`src/rtl/if_stage_pkg.sv`:
```
// Shared pipeline definitions for the instruction-fetch stage.
package if_stage_pkg;

    typedef enum logic [1:0] {
        BUSCA   = 2'd0,
        ESPERA  = 2'd1,
        ENTREGA = 2'd2
    } estado_t;

    localparam logic [31:0] NOP              = 32'h0000_0000;
    localparam logic [31:0] RESET_PC_DEFAULT = 32'h0000_0000;

endpackage

```
`src/rtl/if_stage.sv`:
```
// Instruction fetch: owns the PC, fetches over a req/rsp handshake and
// presents one instruction (or a NOP bubble) to the IF/ID register.
module if_stage
    import if_stage_pkg::*;
#(
    parameter logic [31:0] RESET_PC = RESET_PC_DEFAULT
) (
    input  logic        clock,
    input  logic        reset,
    input  logic        stall,
    input  logic        desvio,
    input  logic [31:0] desvio_alvo,
    output logic        imem_req,
    output logic [31:0] imem_addr,
    input  logic        imem_ready,
    input  logic        imem_rvalid,
    input  logic [31:0] imem_rdata,
    output logic [31:0] pc_plus4_if,
    output logic [31:0] instrucao_if
);

    estado_t     estado, estado_n;
    logic [31:0] pc, pc_n;
    logic [31:0] buffer, buffer_n;
    logic        descarta, descarta_n;
    logic [31:0] alvo;

    assign alvo = {desvio_alvo[31:2], 2'b00};

    always_ff @(posedge clock) begin
        if (reset) begin
            estado   <= BUSCA;
            pc       <= RESET_PC;
            buffer   <= NOP;
            descarta <= 1'b0;
        end else begin
            estado   <= estado_n;
            pc       <= pc_n;
            buffer   <= buffer_n;
            descarta <= descarta_n;
        end
    end

    // Next state; descarta marks an in-flight response that belongs to a stale PC.
    always_comb begin
        estado_n   = estado;
        pc_n       = pc;
        buffer_n   = buffer;
        descarta_n = descarta;
        unique case (estado)
            BUSCA: begin
                if (desvio) pc_n = alvo;
                if (imem_ready) begin
                    estado_n   = ESPERA;
                    descarta_n = desvio;
                end
            end
            ESPERA: begin
                if (imem_rvalid) begin
                    descarta_n = 1'b0;
                    if (desvio) pc_n = alvo;
                    if (descarta || desvio) begin
                        estado_n = BUSCA;
                    end else begin
                        buffer_n = imem_rdata;
                        estado_n = ENTREGA;
                    end
                end else if (desvio) begin
                    pc_n       = alvo;
                    descarta_n = 1'b1;
                end
            end
            ENTREGA: begin
                if (desvio) begin
                    pc_n     = alvo;
                    estado_n = BUSCA;
                end else if (!stall) begin
                    pc_n     = pc + 32'd4;
                    estado_n = BUSCA;
                end
            end
            default: estado_n = BUSCA;
        endcase
    end

    // Outputs decode directly from the current state.
    always_comb begin
        imem_req     = (estado == BUSCA) && !reset;
        imem_addr    = pc;
        instrucao_if = NOP;
        pc_plus4_if  = 32'h0;
        if (estado == ENTREGA) begin
            instrucao_if = buffer;
            pc_plus4_if  = pc + 32'd4;
        end
    end

endmodule

```
`config.mk`:
```
export PLATFORM = sky130hd
export DESIGN_NAME = if_stage
export DESIGN_NICKNAME = d
export VERILOG_FILES = /design/src/rtl/if_stage_pkg.sv /design/src/rtl/if_stage.sv
export SDC_FILE = /design/constraint.sdc
export NUM_CORES = 1
export LEC_CHECK = 0
export ABC_CLOCK_PERIOD_IN_PS = 2700
export CAP_MARGIN = 10
export CORE_ASPECT_RATIO = 0.8
export CORE_MARGIN = 2
export CORE_UTILIZATION = 44
export CTS_CLUSTER_DIAMETER = 30
export DETAILED_ROUTE_END_ITERATION = 12
export GPL_ROUTABILITY_DRIVEN = 1
export PLACE_DENSITY = 0.89
export SYNTH_ARGS = -nofsm -noshare
export SYNTH_HDL_FRONTEND = slang
export SYNTH_SLANG_ARGS = --single-unit
```
`constraint.sdc`:
```
create_clock -name clock -period 2.7 [get_ports clock]
set_clock_uncertainty 0.1 [all_clocks]
set_input_delay 0.405 -clock clock [delete_from_list [all_inputs] [get_ports clock]]
set_output_delay 0.405 -clock clock [all_outputs]
set_load 0.02 [all_outputs]
```
## After elaboration in Yosys (flattened, before gate mapping)

Index checks and enable logic that the tools add are counted.

- Muxes and demuxes: 16
- Add/sub/neg operators: 1
- Equal/unequal tests: 7
- Reduce and logical (&&, ||, !) cells: 11
- Bitwise logic cells: 1

Operators by type and width:

| cell | number |
|---|---|
| two-way mux 32 bit | 5 |
| one-hot mux 32 bit (2 select lines) | 1 |
| adder 32 x 3 -> 32 bit (second input constant) | 1 |
| AND reduction 3 bit | 4 |
| two-way mux 2 bit | 5 |
| != test 3 bit (second input constant) | 2 |
| one-hot mux 2 bit (3 select lines) | 1 |
| != test 2 bit (second input constant) | 2 |
| nonzero test 2 bit | 2 |
| two-way mux 1 bit | 3 |
| == test 2 x 1 -> 1 bit (second input constant) | 1 |
| == test 2 bit (second input constant) | 1 |
| zero test 2 bit | 1 |
| != test 2 x 1 -> 1 bit (second input constant) | 1 |
| one-hot mux 1 bit (2 select lines) | 1 |
| OR reduction 2 bit | 1 |
| logical AND 1 bit | 1 |
| zero test 1 bit | 1 |
| logical OR 1 bit | 1 |
| inverter 1 bit | 1 |

- Logic and storage cells: 40
- Input bits: 70
- Bits in registers: 67
- Output and inout bits: 97

## Depth between registers and ports, before layout

- Depth after elaboration: 4
- Gate-level depth with buffers: 8
- Mapped depth without buffers: 6

## Worst setup path before layout

OpenSTA, ideal clock, no wires.

- Kind: register to output
- Start point: reg pc[2] (netlist: imem_addr[2])
- End point: out pc_plus4_if[26]
- Setup slack: 148 ps
- Data arrival time: 2047 ps
- Required time: 2195 ps
- Path buffers: 0
- Stages on the path, launching flop included: 7
- Cells stage by stage: dfxtp_1 ha_1 and4_2 nand2_1 nor4_1 xnor2_1 nor2_1

- Cells in the longest elaborated chain, start to end: 2

Ends and longest elaborated chain:

| element | RTL line | RTL |
|---|---|---|
| start: declaration | if_stage.sv:23 | `logic [31:0] pc, pc_n;` |
| start signal: assignment | if_stage.sv:38 | `pc <= pc_n;` |
| adder 32 x 3 -> 32 bit | if_stage.sv:94 | `pc_plus4_if = pc + 32'd4;` |
| two-way mux 32 bit | if_stage.sv:92 | `if (estado == ENTREGA) begin` |
| end: declaration | if_stage.sv:18 | `output logic [31:0] pc_plus4_if,` |

Every way passes these cells.

## Worst setup path after layout

- Start point: reg pc[13] (netlist: imem_addr[13])
- End point: out pc_plus4_if[26]

The elaborated chain is that of the path after synthesis.

==> results.cfg <==
[layout]
area_delta_synth_final_pct = 58.1
nets = 822
layout-drive-gt1-share_pct = 16.4
final_cells = 871
antenna_cells = 0

[setup_path]
path_max_fanout = 5
worstPathRequired_ps = 2190
cpMostUsedCell = buf_4
arrival_ps = 2170
crit_family = simple AND/OR/NAND/NOR gates
cpMaxStageDelayCell = dfxtp_2
crit_buf_inv = 3
start_kind = register
r2r_cells = 6
worstSetupPathDepth = 8
endpoint_kind = primary output
critPathKind = reg2out
crit_chain = and4_1 > nand3_1 > buf_4 > nor4_2 > buf_4 > xnor2_1 > nor2_1 > clkdlybuf4s15_2
slowest_delay_ps = 380

[placed_design]
preCtsSetupSlack_ps = -18.6
gp_congestion = 0.947
port_buffers = 160
dp_hpwl_um = 10600
dp_cells = 854

[yosys]
syn_inst = 562
synth_edf_count = 0
yosys_warnings = 0
synth_top_cell_by_area = dfxtp_1
ys_seq_elements = 65
syn_area_um2 = 4060
synth_cell_types = 64
avgSynthCellArea_um2 = 7.22
async_flop_share_pct = 0
ys_seq_area_share_pct = 32.0
synth_top_area_share_pct = 32.0
synth_area_leaders = dfxtp_1 (32%), nand2_1 (9.6%), a21oi_1 (6.7%), and2_1 (5.4%), nor2_1 (5.0%)
synth_flop_cell = dfxtp_1

[routing]
wl_per_cell_um = 17.0
drtIter0Drc = 515
drc = 0
vias_per_cell = 5.67
wl_um = 14800
detail-route-antenna-nets = 0
vias = 4935
dr.pass1.iters = 6

[cts]
htreeDepth = 3
cts_hold_buffers = 0
path_clk_slew_ps = 50
clk_latency_ps = 330
cts_inserted_buffers = 9
cts_tree = done
cts_buffer_depth = 2
cts.sinks = 65
cts_root_buffer = clkbuf_16

[hold_path]
min_path_type = reg2reg
whs_path_depth = 2

[power_and_ir_drop]
peakVddDrop_mv = 0.432
power_density_nw_per_um2 = 450
power_mw = 2.89
p_leak_nw = 2.46

[floorplanning]
fp.dieArea_um2 = 10000
die_w_um = 111
core_um2 = 9000
start_util_pct = 45.1
die_h_um = 89.9
ios = 167
rows = 31

[timing]
max_freq_mhz = 374
worstMarginPinSlew_ps = 677
min_period_ps = 2670
tns_ps = 0
hold_viol = 0
setup_slack_ps = 27.9
setup_viol = 0
relSlewSlack_pct = 54.8
fin_crit_sh_pct = 99.0
slew_viol_final = 0

[global_routing]
grtUsageTotal_pct = 29.1
grt_pass1_vias = 4821
grt_max_degree = 60
grt_pass1_wl_um = 23800
overflow = 0
antenna_found_initial = 0

[outcome]
outcome = completed

[run]
cap_violations = 0
-- layout make-up --
class	count	area [µm²]
repair buffers	225	2020
flip-flops and latches	65	1310
clock inverters	7	119
clock buffers	9	225
multi-input cells	443	2570
fillers	679	2580
inverters	7	26.3
well taps	115	144
-- path summary, 6_finish.rpt --
check	from	endpoint	slack [ps]
setup / recovery	imem_addr[13]	pc_plus4_if[26]	30
hold / removal	buffer[2]	buffer[2]	350
setup reg to reg	estado[0]	imem_addr[25]	440
hold reg to reg	buffer[2]	buffer[2]	350
-- per-stage QoR --
| stage | util [%] | hold WS (ps) | cell area, µm² |
|---|---|---|---|
| after floorplan | - | 332 | 4070 |
| after global placement | 67.6 | 337 | 6090 |
| after detailed placement | 67.6 | 343 | 6090 |
| after CTS | 71.4 | 350 | 6420 |
| after global routing | 71.3 | 366 | 6420 |
| final | 71.3 | 350 | 6420 |
-- worst min-delay path, stage by stage, from the launching register on --
cell,delay [ps]
dfxtp_1,300
nand2_1,50
a21oi_1,50
-- report_power, final --
group	leakage (nW)	internal, mW	switching (mW)
registers	0.534	1.00	0.0407
clock network	0.162	0.901	0.445
logic	1.76	0.253	0.243
-- flip-flops by register name (all words and copies together) (netlist names) --
signal and cells:
estado 2, imem_addr 30, buffer 32, descarta 1
-- placed cells by master, fill, tap and decap left out, types with 4 or more instances in the layout --
master and count:
a21oi_1 54, a2bb2oi_1 5, a31oi_1 5, and2_1 35, and3_1 10, buf_4 65
clkbuf_16 9, clkbuf_2 9, clkdlybuf4s50_1 134, conb_1 4, dfxtp_1 59, dfxtp_2 5
dlygate4sd2_1 9, inv_1 6, mux2i_1 5, nand2_1 104, nand3_1 19, nand3b_1 4
nand4_1 9, nor2_1 53, nor2b_1 6, nor3_1 8, nor4_1 6, o21ai_0 20
o32ai_1 5, xnor2_1 15, xor2_1 12
-- per-layer routing --
layer	vias to the layer above	share of wire, %	global-route usage (%)
met5	-	0	0
met4	0	2.8	10.2
met3	46	8.8	8.02
met2	281	48	48.7
met1	2297	40	36.0
li1	2311	-	-
-- synth_stat cells, types with 2 or more instances --
cell / number
nor3_1: 9
o31ai_1: 2
a31oi_1: 5
a311o_1: 2
xor2_1: 12
mux2i_1: 5
and4_1: 2
dfxtp_1: 65
a21o_1: 3
a21oi_1: 54
a2bb2oi_1: 5
inv_1: 6
nand4_4: 2
nand4_1: 9
a22oi_1: 2
or3_1: 4
nand3_1: 19
buf_2: 10
nand3b_1: 4
mux2_2: 3
nor2_1: 54
buf_4: 4
and3_1: 10
o21ai_0: 20
nand2b_1: 3
a32o_1: 2
o31a_1: 3
a2111oi_0: 2
nand2_1: 104
buf_1: 3
xnor2_1: 15
nor4_1: 7
nand3_2: 2
o32ai_1: 5
nor2b_1: 6
clkbuf_1: 33
and2_1: 35
nor4b_1: 3
nor3b_1: 3
-- cell families after synthesis --
group	synth area share (%)
multiplexers	2.06
buffers and inverters	5.95
other	0.0924
XOR/XNOR	5.82
adder cells (fa/ha/maj)	0.308
flip-flops	32.0
AND/OR/NAND/NOR	35.7
AO/OA/AOI/OAI	18.0
-- timing repair --
item / 4_1_cts / 5_1_grt
resized for setup: 37 / 32
buffers inserted: 0 / 1
endpoints found under the setup margin: 24 / 52
pin swaps: 3 / 2
No activity file was read; power rests on OpenSTA's default activity.
